[config.mk]
export PLATFORM = sky130hd
export DESIGN_NAME = fp_to_int_pipe
export DESIGN_NICKNAME = d
export VERILOG_FILES = /design/src/rtl/fpu_pkg.sv /design/src/rtl/fp_round_sat.sv /design/src/rtl/fp_to_int_pipe.sv
export SDC_FILE = /design/constraint.sdc
export NUM_CORES = 1
export LEC_CHECK = 0
export ABC_AREA = 1
export CAP_MARGIN = 25
export CORE_ASPECT_RATIO = 1.2
export CORE_MARGIN = 3
export CORE_UTILIZATION = 35
export CTS_CLUSTER_DIAMETER = 40
export DETAILED_ROUTE_END_ITERATION = 8
export GPL_TIMING_DRIVEN = 0
export PLACE_DENSITY = 0.55
export SKIP_CTS_REPAIR_TIMING = 1
export SYNTH_ARGS = -nofsm -noshare
export SYNTH_HDL_FRONTEND = slang
export SYNTH_SLANG_ARGS = --single-unit
[constraint.sdc]
create_clock -name clk -period 7.6 [get_ports clk]
set_input_delay 2.28 -clock clk [delete_from_list [all_inputs] [get_ports clk]]
set_output_delay 2.28 -clock clk [all_outputs]
set_load 0.01 [all_outputs]
[src/rtl/fpu_pkg.sv]
// fpu_pkg: float field widths, rounding modes and converter pipeline stage types
package fpu_pkg;
    localparam int EXP_W  = 8;
    localparam int FRAC_W = 23;
    localparam int BIAS   = 127;
    localparam int MANT_W = FRAC_W + 1;
    localparam int SH_W   = 7;
    localparam logic [1:0] RM_RNE = 2'd0;
    localparam logic [1:0] RM_RTZ = 2'd1;
    localparam logic [1:0] RM_RDN = 2'd2;
    localparam logic [1:0] RM_RUP = 2'd3;

    typedef struct packed {
        logic       sign;
        logic       is_nan;
        logic       is_inf;
        logic       big;
        logic       denorm;
        logic [1:0] rm;
        logic       uns;
    } flags_t;

    typedef struct packed {
        flags_t            f;
        logic [MANT_W-1:0] mant;
        logic [SH_W-1:0]   sh;
    } s1_t;
endpackage

[src/rtl/fp_round_sat.sv]
// fp_round_sat: rounds an aligned magnitude, applies sign and saturates to the integer range
module fp_round_sat
    import fpu_pkg::*;
#(
    parameter int INT_W = 32
) (
    input  logic [INT_W-1:0] mag,
    input  logic             guard,
    input  logic             sticky,
    input  logic             sign,
    input  logic [1:0]       rm,
    input  logic             is_unsigned,
    input  logic             is_nan,
    input  logic             is_inf,
    input  logic             big,
    output logic [INT_W-1:0] res,
    output logic             p_lost,
    output logic             invalid
);
    localparam int RW = INT_W + 1;
    localparam logic [INT_W:0] SMAX = {2'b00, {(INT_W-1){1'b1}}};
    localparam logic [INT_W:0] SNEG = {2'b01, {(INT_W-1){1'b0}}};

    logic           inx, inc, nz, ovf;
    logic [INT_W:0] rmag;

    // round the magnitude, then decide overflow against the signed or unsigned range
    always_comb begin
        inx  = guard | sticky;
        inc  = rm == RM_RNE ? guard & (sticky | mag[0]) :
               rm == RM_RTZ ? 1'b0 :
               rm == RM_RDN ? sign & inx : ~sign & inx;
        rmag = {1'b0, mag} + RW'(inc);
        nz   = |rmag;
        if (is_unsigned) begin
            ovf = is_nan | is_inf | big | (sign ? nz : rmag[INT_W]);
            res = (ovf & (is_nan | ~sign)) ? '1 : (sign ? '0 : rmag[INT_W-1:0]);
        end else begin
            ovf = is_nan | is_inf | big | (rmag > (sign ? SNEG : SMAX));
            res = ovf ? {1'b1, {(INT_W-1){1'b0}}} : (sign ? -rmag[INT_W-1:0] : rmag[INT_W-1:0]);
        end
        invalid = ovf;
        p_lost  = inx & ~ovf;
    end
endmodule

[src/rtl/fp_to_int_pipe.sv]
// fp_to_int_pipe: 3-stage single-float to integer converter with valid/ready, tag and flush
module fp_to_int_pipe
    import fpu_pkg::*;
#(
    parameter int INT_W = 32,
    parameter int TAG_W = 5
) (
    input  logic             clk,
    input  logic             rst_n,
    input  logic             flush,
    input  logic             in_valid,
    output logic             in_ready,
    input  logic [31:0]      a,
    input  logic [1:0]       rm,
    input  logic             is_unsigned,
    input  logic [TAG_W-1:0] in_tag,
    output logic             out_valid,
    input  logic             out_ready,
    output logic [INT_W-1:0] d,
    output logic             p_lost,
    output logic             denorm,
    output logic             invalid,
    output logic [TAG_W-1:0] out_tag
);
    localparam int XW = MANT_W + INT_W + 2;
    localparam logic [9:0] SH_TOP = 10'(INT_W + BIAS - 1);
    localparam logic [9:0] SH_MAX = 10'(INT_W + 2);

    s1_t              s1_d, s1_q;
    flags_t           s2_f_d, s2_f_q;
    logic             s1_valid_d, s1_valid_q, s2_valid_d, s2_valid_q, out_valid_d, out_valid_q;
    logic [TAG_W-1:0] s1_tag_d, s1_tag_q, s2_tag_d, s2_tag_q, out_tag_d, out_tag_q;
    logic [INT_W-1:0] s2_mag_d, s2_mag_q, d_d, d_q, r_res;
    logic             s2_g_d, s2_g_q, s2_st_d, s2_st_q;
    logic             p_lost_d, p_lost_q, denorm_d, denorm_q, invalid_d, invalid_q;
    logic             s1_adv, s2_adv, s2_free, accept, r_p, r_inv;
    logic [9:0]       sh_raw;
    logic [XW-1:0]    aligned;

    // handshake: each stage moves when its successor is empty or moving; flush kills all valids
    always_comb begin
        s2_adv      = s2_valid_q & (~out_valid_q | out_ready);
        s2_free     = ~s2_valid_q | s2_adv;
        s1_adv      = s1_valid_q & s2_free;
        in_ready    = ~s1_valid_q | s1_adv;
        accept      = in_valid & in_ready & ~flush;
        s1_valid_d  = ~flush & (in_ready ? in_valid : s1_valid_q);
        s2_valid_d  = ~flush & (s2_free ? s1_valid_q : s2_valid_q);
        out_valid_d = ~flush & ((~out_valid_q | out_ready) ? s2_valid_q : out_valid_q);
    end

    // S1 decode: classify the operand and compute the saturated right-shift amount
    always_comb begin
        sh_raw   = SH_TOP - 10'(a[FRAC_W +: EXP_W]);
        s1_d     = s1_q;
        s1_tag_d = s1_tag_q;
        if (accept) begin
            s1_d.f.sign   = a[31];
            s1_d.f.is_nan = (&a[FRAC_W +: EXP_W]) & (|a[FRAC_W-1:0]);
            s1_d.f.is_inf = (&a[FRAC_W +: EXP_W]) & ~(|a[FRAC_W-1:0]);
            s1_d.f.big    = 10'(a[FRAC_W +: EXP_W]) > SH_TOP;
            s1_d.f.denorm = ~(|a[FRAC_W +: EXP_W]) & (|a[FRAC_W-1:0]);
            s1_d.f.rm     = rm;
            s1_d.f.uns    = is_unsigned;
            s1_d.mant     = {|a[FRAC_W +: EXP_W], a[FRAC_W-1:0]};
            s1_d.sh       = s1_d.f.big ? '0 : (sh_raw > SH_MAX ? SH_W'(SH_MAX) : SH_W'(sh_raw));
            s1_tag_d      = in_tag;
        end
    end

    // S2 align: the padding below the mantissa keeps every shifted-out bit inside the sticky field
    always_comb begin
        aligned  = {s1_q.mant, {(INT_W+2){1'b0}}} >> s1_q.sh;
        s2_f_d   = s2_f_q;
        s2_mag_d = s2_mag_q;
        s2_g_d   = s2_g_q;
        s2_st_d  = s2_st_q;
        s2_tag_d = s2_tag_q;
        if (s1_adv) begin
            s2_f_d   = s1_q.f;
            s2_mag_d = aligned[XW-1 -: INT_W];
            s2_g_d   = aligned[MANT_W+1];
            s2_st_d  = |aligned[MANT_W:0];
            s2_tag_d = s1_tag_q;
        end
    end

    fp_round_sat #(.INT_W(INT_W)) u_round (
        .mag        (s2_mag_q),
        .guard      (s2_g_q),
        .sticky     (s2_st_q),
        .sign       (s2_f_q.sign),
        .rm         (s2_f_q.rm),
        .is_unsigned(s2_f_q.uns),
        .is_nan     (s2_f_q.is_nan),
        .is_inf     (s2_f_q.is_inf),
        .big        (s2_f_q.big),
        .res        (r_res),
        .p_lost     (r_p),
        .invalid    (r_inv)
    );

    // S3 output register: only loads on advance so results hold while the consumer stalls
    always_comb begin
        d_d       = d_q;
        p_lost_d  = p_lost_q;
        denorm_d  = denorm_q;
        invalid_d = invalid_q;
        out_tag_d = out_tag_q;
        if (s2_adv) begin
            d_d       = r_res;
            p_lost_d  = r_p;
            denorm_d  = s2_f_q.denorm;
            invalid_d = r_inv;
            out_tag_d = s2_tag_q;
        end
    end

    // pipeline state registers with synchronous active-low reset
    always_ff @(posedge clk) begin
        if (!rst_n) begin
            s1_valid_q  <= 1'b0;
            s2_valid_q  <= 1'b0;
            out_valid_q <= 1'b0;
            s1_q        <= '0;
            s1_tag_q    <= '0;
            s2_f_q      <= '0;
            s2_mag_q    <= '0;
            s2_g_q      <= 1'b0;
            s2_st_q     <= 1'b0;
            s2_tag_q    <= '0;
            d_q         <= '0;
            p_lost_q    <= 1'b0;
            denorm_q    <= 1'b0;
            invalid_q   <= 1'b0;
            out_tag_q   <= '0;
        end else begin
            s1_valid_q  <= s1_valid_d;
            s2_valid_q  <= s2_valid_d;
            out_valid_q <= out_valid_d;
            s1_q        <= s1_d;
            s1_tag_q    <= s1_tag_d;
            s2_f_q      <= s2_f_d;
            s2_mag_q    <= s2_mag_d;
            s2_g_q      <= s2_g_d;
            s2_st_q     <= s2_st_d;
            s2_tag_q    <= s2_tag_d;
            d_q         <= d_d;
            p_lost_q    <= p_lost_d;
            denorm_q    <= denorm_d;
            invalid_q   <= invalid_d;
            out_tag_q   <= out_tag_d;
        end
    end

    assign out_valid = out_valid_q;
    assign d         = d_q;
    assign p_lost    = p_lost_q;
    assign denorm    = denorm_q;
    assign invalid   = invalid_q;
    assign out_tag   = out_tag_q;
endmodule

==> impl_metrics.sql <==
INSERT INTO impl_metrics (metric_group, metric, value, unit) VALUES
('outcome', 'run_status', 'finished, final reports clean', ''),
('synth', 'dominant_cell_type_by_area_after_synthesis', 'sky130_fd_sc_hd__dfxtp_1', ''),
('worst_setup_path', 'crit_path_end_kind', 'register', ''),
('power_and_ir_drop', 'fin_total_pwr', '2000', 'µW'),
('synth', 'syn_area', '0.0107', 'mm²'),
('finish', 'filler_cell_count', '3377', ''),
('floorplan', 'num_io_pins', '87', ''),
('clock_tree', 'numCtsBuffers', '17', ''),
('timing', 'worstMarginPinSlew', '0.857', 'ns'),
('worst_setup_path', 'worstPathArrival', '7.02', 'ns'),
('finish', 'most_frequent_cells_in_the_layout', 'sky130_fd_sc_hd__nand2_1, sky130_fd_sc_hd__nor2_1, sky130_fd_sc_hd__nand3_1, sky130_fd_sc_hd__inv_1, sky130_fd_sc_hd__dfxtp_1', ''),
('synth', 'yosys.area.top_type_share', '25.1', '%'),
('finish', 'numnets_final', '2030', ''),
('timing', 'fmax', '150', 'MHz'),
('routing', 'drc', '0', ''),
('synth', 'post_synth_inst_count', '1811', ''),
('routing', 'postRouteAntennaNets', '0', ''),
('worst_setup_path', 'crit_family', 'simple AND/OR/NAND/NOR gates', ''),
('timing', 'timing.final.hold_violations', '0', ''),
('power_and_ir_drop', 'ir_drop', '0.110', 'mV'),
('grt', 'grt_start_max_net_pins', '35', ''),
('finish', 'layout_commonest_cell', 'sky130_fd_sc_hd__nand2_1', ''),
('worst_setup_path', 'criticalPathCategory', 'register to register', ''),
('timing', 'fin_crit', '6.65', 'ns'),
('floorplan', 'die_span_in_y', '197', 'µm'),
('floorplan', 'initial_utilization', '35.8', '%'),
('routing', 'drt-total-wl', '37200', 'µm'),
('routing', 'routed_length_per_placed_instance', '16.0', 'µm'),
('timing', 'final.setup.tns', '0', 'ns'),
('worst_setup_path', 'worstPathRequired', '7.97', 'ns'),
('timing', 'skew', '0.0144', 'ns'),
('routing', 'num_vias', '11700', ''),
('floorplan', 'core_area', '0.0299', 'mm²'),
('routing', 'first_pass_iters', '5', ''),
('finish', 'design_area', '0.0127', 'mm²'),
('worst_setup_path', 'path_max_fanout', '34', ''),
('synth', 'synth.top_cells.by_area', 'sky130_fd_sc_hd__dfxtp_1, sky130_fd_sc_hd__nand2_1, sky130_fd_sc_hd__nand3_1, sky130_fd_sc_hd__ha_1, sky130_fd_sc_hd__nor2_1', ''),
('floorplan', 'overall_die_area', '0.0327', 'mm²'),
('power_and_ir_drop', 'power.density', '157', 'mW/mm²'),
('power_and_ir_drop', 'power.leakage', '0.00582', 'µW'),
('clock_tree', 'cts_root_buffer', 'sky130_fd_sc_hd__clkbuf_16', ''),
('routing', 'viasPerCell', '5.03', ''),
('timing', 'grt_setup_unrepaired', 'no', ''),
('grt', 'gr-usage-all-layers', '23.0', '%'),
('finish', 'total_area_of_multi_input_combinational_cells', '0.00701', 'mm²'),
('run', 'max_cap_violations', '0', ''),
('finish', 'final_layout_size_suffix_gt1_share', '4.51', '%'),
('synth', 'ys_async_sr_fraction', '0', '%'),
('worst_setup_path', 'critical_path.max_stage_delay', '0.87', 'ns'),
('grt', 'wire_length_of_the_first_global_routing_pass', '58800', 'µm'),
('place', 'numPortBuffers', '85', ''),
('synth', 'ys_dominant_reg_cell', 'sky130_fd_sc_hd__dfxtp_1', ''),
('routing', 'drt_first_iter_violations', '683', ''),
('timing', 'final-setup-viol-count', '0', ''),
('min_path', 'hold_path_class', 'register to register', ''),
('synth', 'synth-seq-cells', '134', ''),
('synth', 'yosys.cell_types.count', '43', ''),
('worst_setup_path', 'worstSetupStartpointType', 'register', ''),
('synth', 'avgSynthCellArea', '5.90', 'µm²'),
('timing', 'max_slew_violation_count', '0', ''),
('finish', 'synthToLayoutAreaGrowth', '18.5', '%'),
('grt', 'grt_overflow', '0', ''),
('floorplan', 'num_rows', '69', ''),
('synth', 'count_of_flip_flops_with_a_built_in_enable_after_synthesis', '0', ''),
('place', 'gp_congestion', '0.943', ''),
('floorplan', 'die-width', '166', 'µm'),
('worst_setup_path', 'timing.critical_path.slowest_stage_cell', 'sky130_fd_sc_hd__dfxtp_2', ''),
('clock_tree', 'h-tree-depth', '4', ''),
('finish', 'layout.area.seq', '0.00268', 'mm²'),
('grt', 'first_global_vias', '11100', ''),
('finish', 'insertedDiodeCount', '0', '');
==> final cells by class <==
type,instances,share of cell area (%)
inverters,183,5.45
plain buffers,78,2.51
clock buffers,17,3.36
well taps,390,3.85
repair buffers,86,6.93
flip-flops and latches,134,21.2
multi-input cells,1416,55.3
clock inverters,15,1.44
==> cells by family after synthesis <==
kind of cell | synth area share (%)
AO/OA/AOI/OAI | 11.9
XOR/XNOR | 1.56
adder cells (fa/ha/maj) | 8.07
buffers and inverters | 9.40
flip-flops | 25.1
AND/OR/NAND/NOR | 44.0
==> power breakdown <==
part           total (µW)  internal [µW]  switching, µW
Clock                 886            500            386
Combinational         366            123            243
Sequential            744            725           18.9
==> per-stage QoR <==
stage	std cells	utilization, %	hold slack (ns)	setup WS [ns]
4_1_cts	2319	42.4	0.435	0.723
3_5_place_dp	2287	40.4	0.425	0.789
6_report	2319	42.4	0.434	0.948
2_1_floorplan	1811	-	0.415	2.06
5_1_grt	2319	42.4	0.461	0.226
3_3_place_gp	2286	40.3	0.422	-0.344
==> worst reg2reg max path, cell delays in order, from the launching register on <==
cell                         delay (ns)
sky130_fd_sc_hd__dfxtp_2           0.87
sky130_fd_sc_hd__clkinvlp_4        0.70
sky130_fd_sc_hd__buf_16            0.34
sky130_fd_sc_hd__a21oi_1           0.15
sky130_fd_sc_hd__o21ai_0           0.09
sky130_fd_sc_hd__a22oi_1           0.23
sky130_fd_sc_hd__ha_1              0.34
sky130_fd_sc_hd__ha_1              0.25
sky130_fd_sc_hd__nand2_2           0.09
sky130_fd_sc_hd__nor2_1            0.16
sky130_fd_sc_hd__nand2_2           0.16
sky130_fd_sc_hd__nor2_2            0.20
sky130_fd_sc_hd__nand2_1           0.15
sky130_fd_sc_hd__xor2_1            0.38
sky130_fd_sc_hd__ha_1              0.35
sky130_fd_sc_hd__or2_2             0.36
sky130_fd_sc_hd__nor4_1            0.34
sky130_fd_sc_hd__nand4_1           0.24
sky130_fd_sc_hd__nor2_1            0.16
sky130_fd_sc_hd__nand3_1           0.08
sky130_fd_sc_hd__nand2_1           0.27
sky130_fd_sc_hd__buf_4             0.23
sky130_fd_sc_hd__nand2_1           0.07
sky130_fd_sc_hd__a21oi_1           0.17
sky130_fd_sc_hd__nand2_1           0.08
sky130_fd_sc_hd__a21oi_1           0.12
==> routing by layer <==
layer | GRT usage [%] | vias up | wire (µm)
li1 | - | 6080 | -
met4 | 8.26 | 0 | 1190
met2 | 41.3 | 277 | 18500
met3 | 2.54 | 68 | 1770
met1 | 28.0 | 5245 | 15700
met5 | 0 | - | 0
==> final timing paths <==
| check | from | end | slack, ns | cells past startpoint |
|---|---|---|---|---|
| max | s2_f_q[7] | d[15] | 0.95 | 25 |
| min | s1_q[6] | s1_q[6] | 0.43 | 2 |
| max reg2reg | s2_f_q[7] | d[15] | 0.95 | 25 |
| min reg2reg | s1_q[6] | s1_q[6] | 0.43 | 2 |
==> cell usage after synthesis (all sizes together), types with 5 or more instances <==
library cell  number
nand2            586
nor2             226
nand3            198
inv              178
dfxtp            134
a21oi            116
o21ai             87
ha                69
clkbuf            55
nand3b            24
buf               23
nand4             20
nor4              18
xor2              16
o211ai            12
nor3               9
or2                7
a22oi              5
a31oi              5
clkinv             5
==> state kept, by name, indices dropped and copies added, names as in the netlist <==
register / flops
s1_q: 39
d: 32
s2_mag_q: 32
s2_f_q: 8
out_tag: 5
s1_tag_q: 5
s2_tag_q: 5
denorm: 1
invalid: 1
out_valid: 1
p_lost: 1
s1_valid_q: 1
s2_g_q: 1
s2_st_q: 1
s2_valid_q: 1
(Power assumes the default switching activity.)
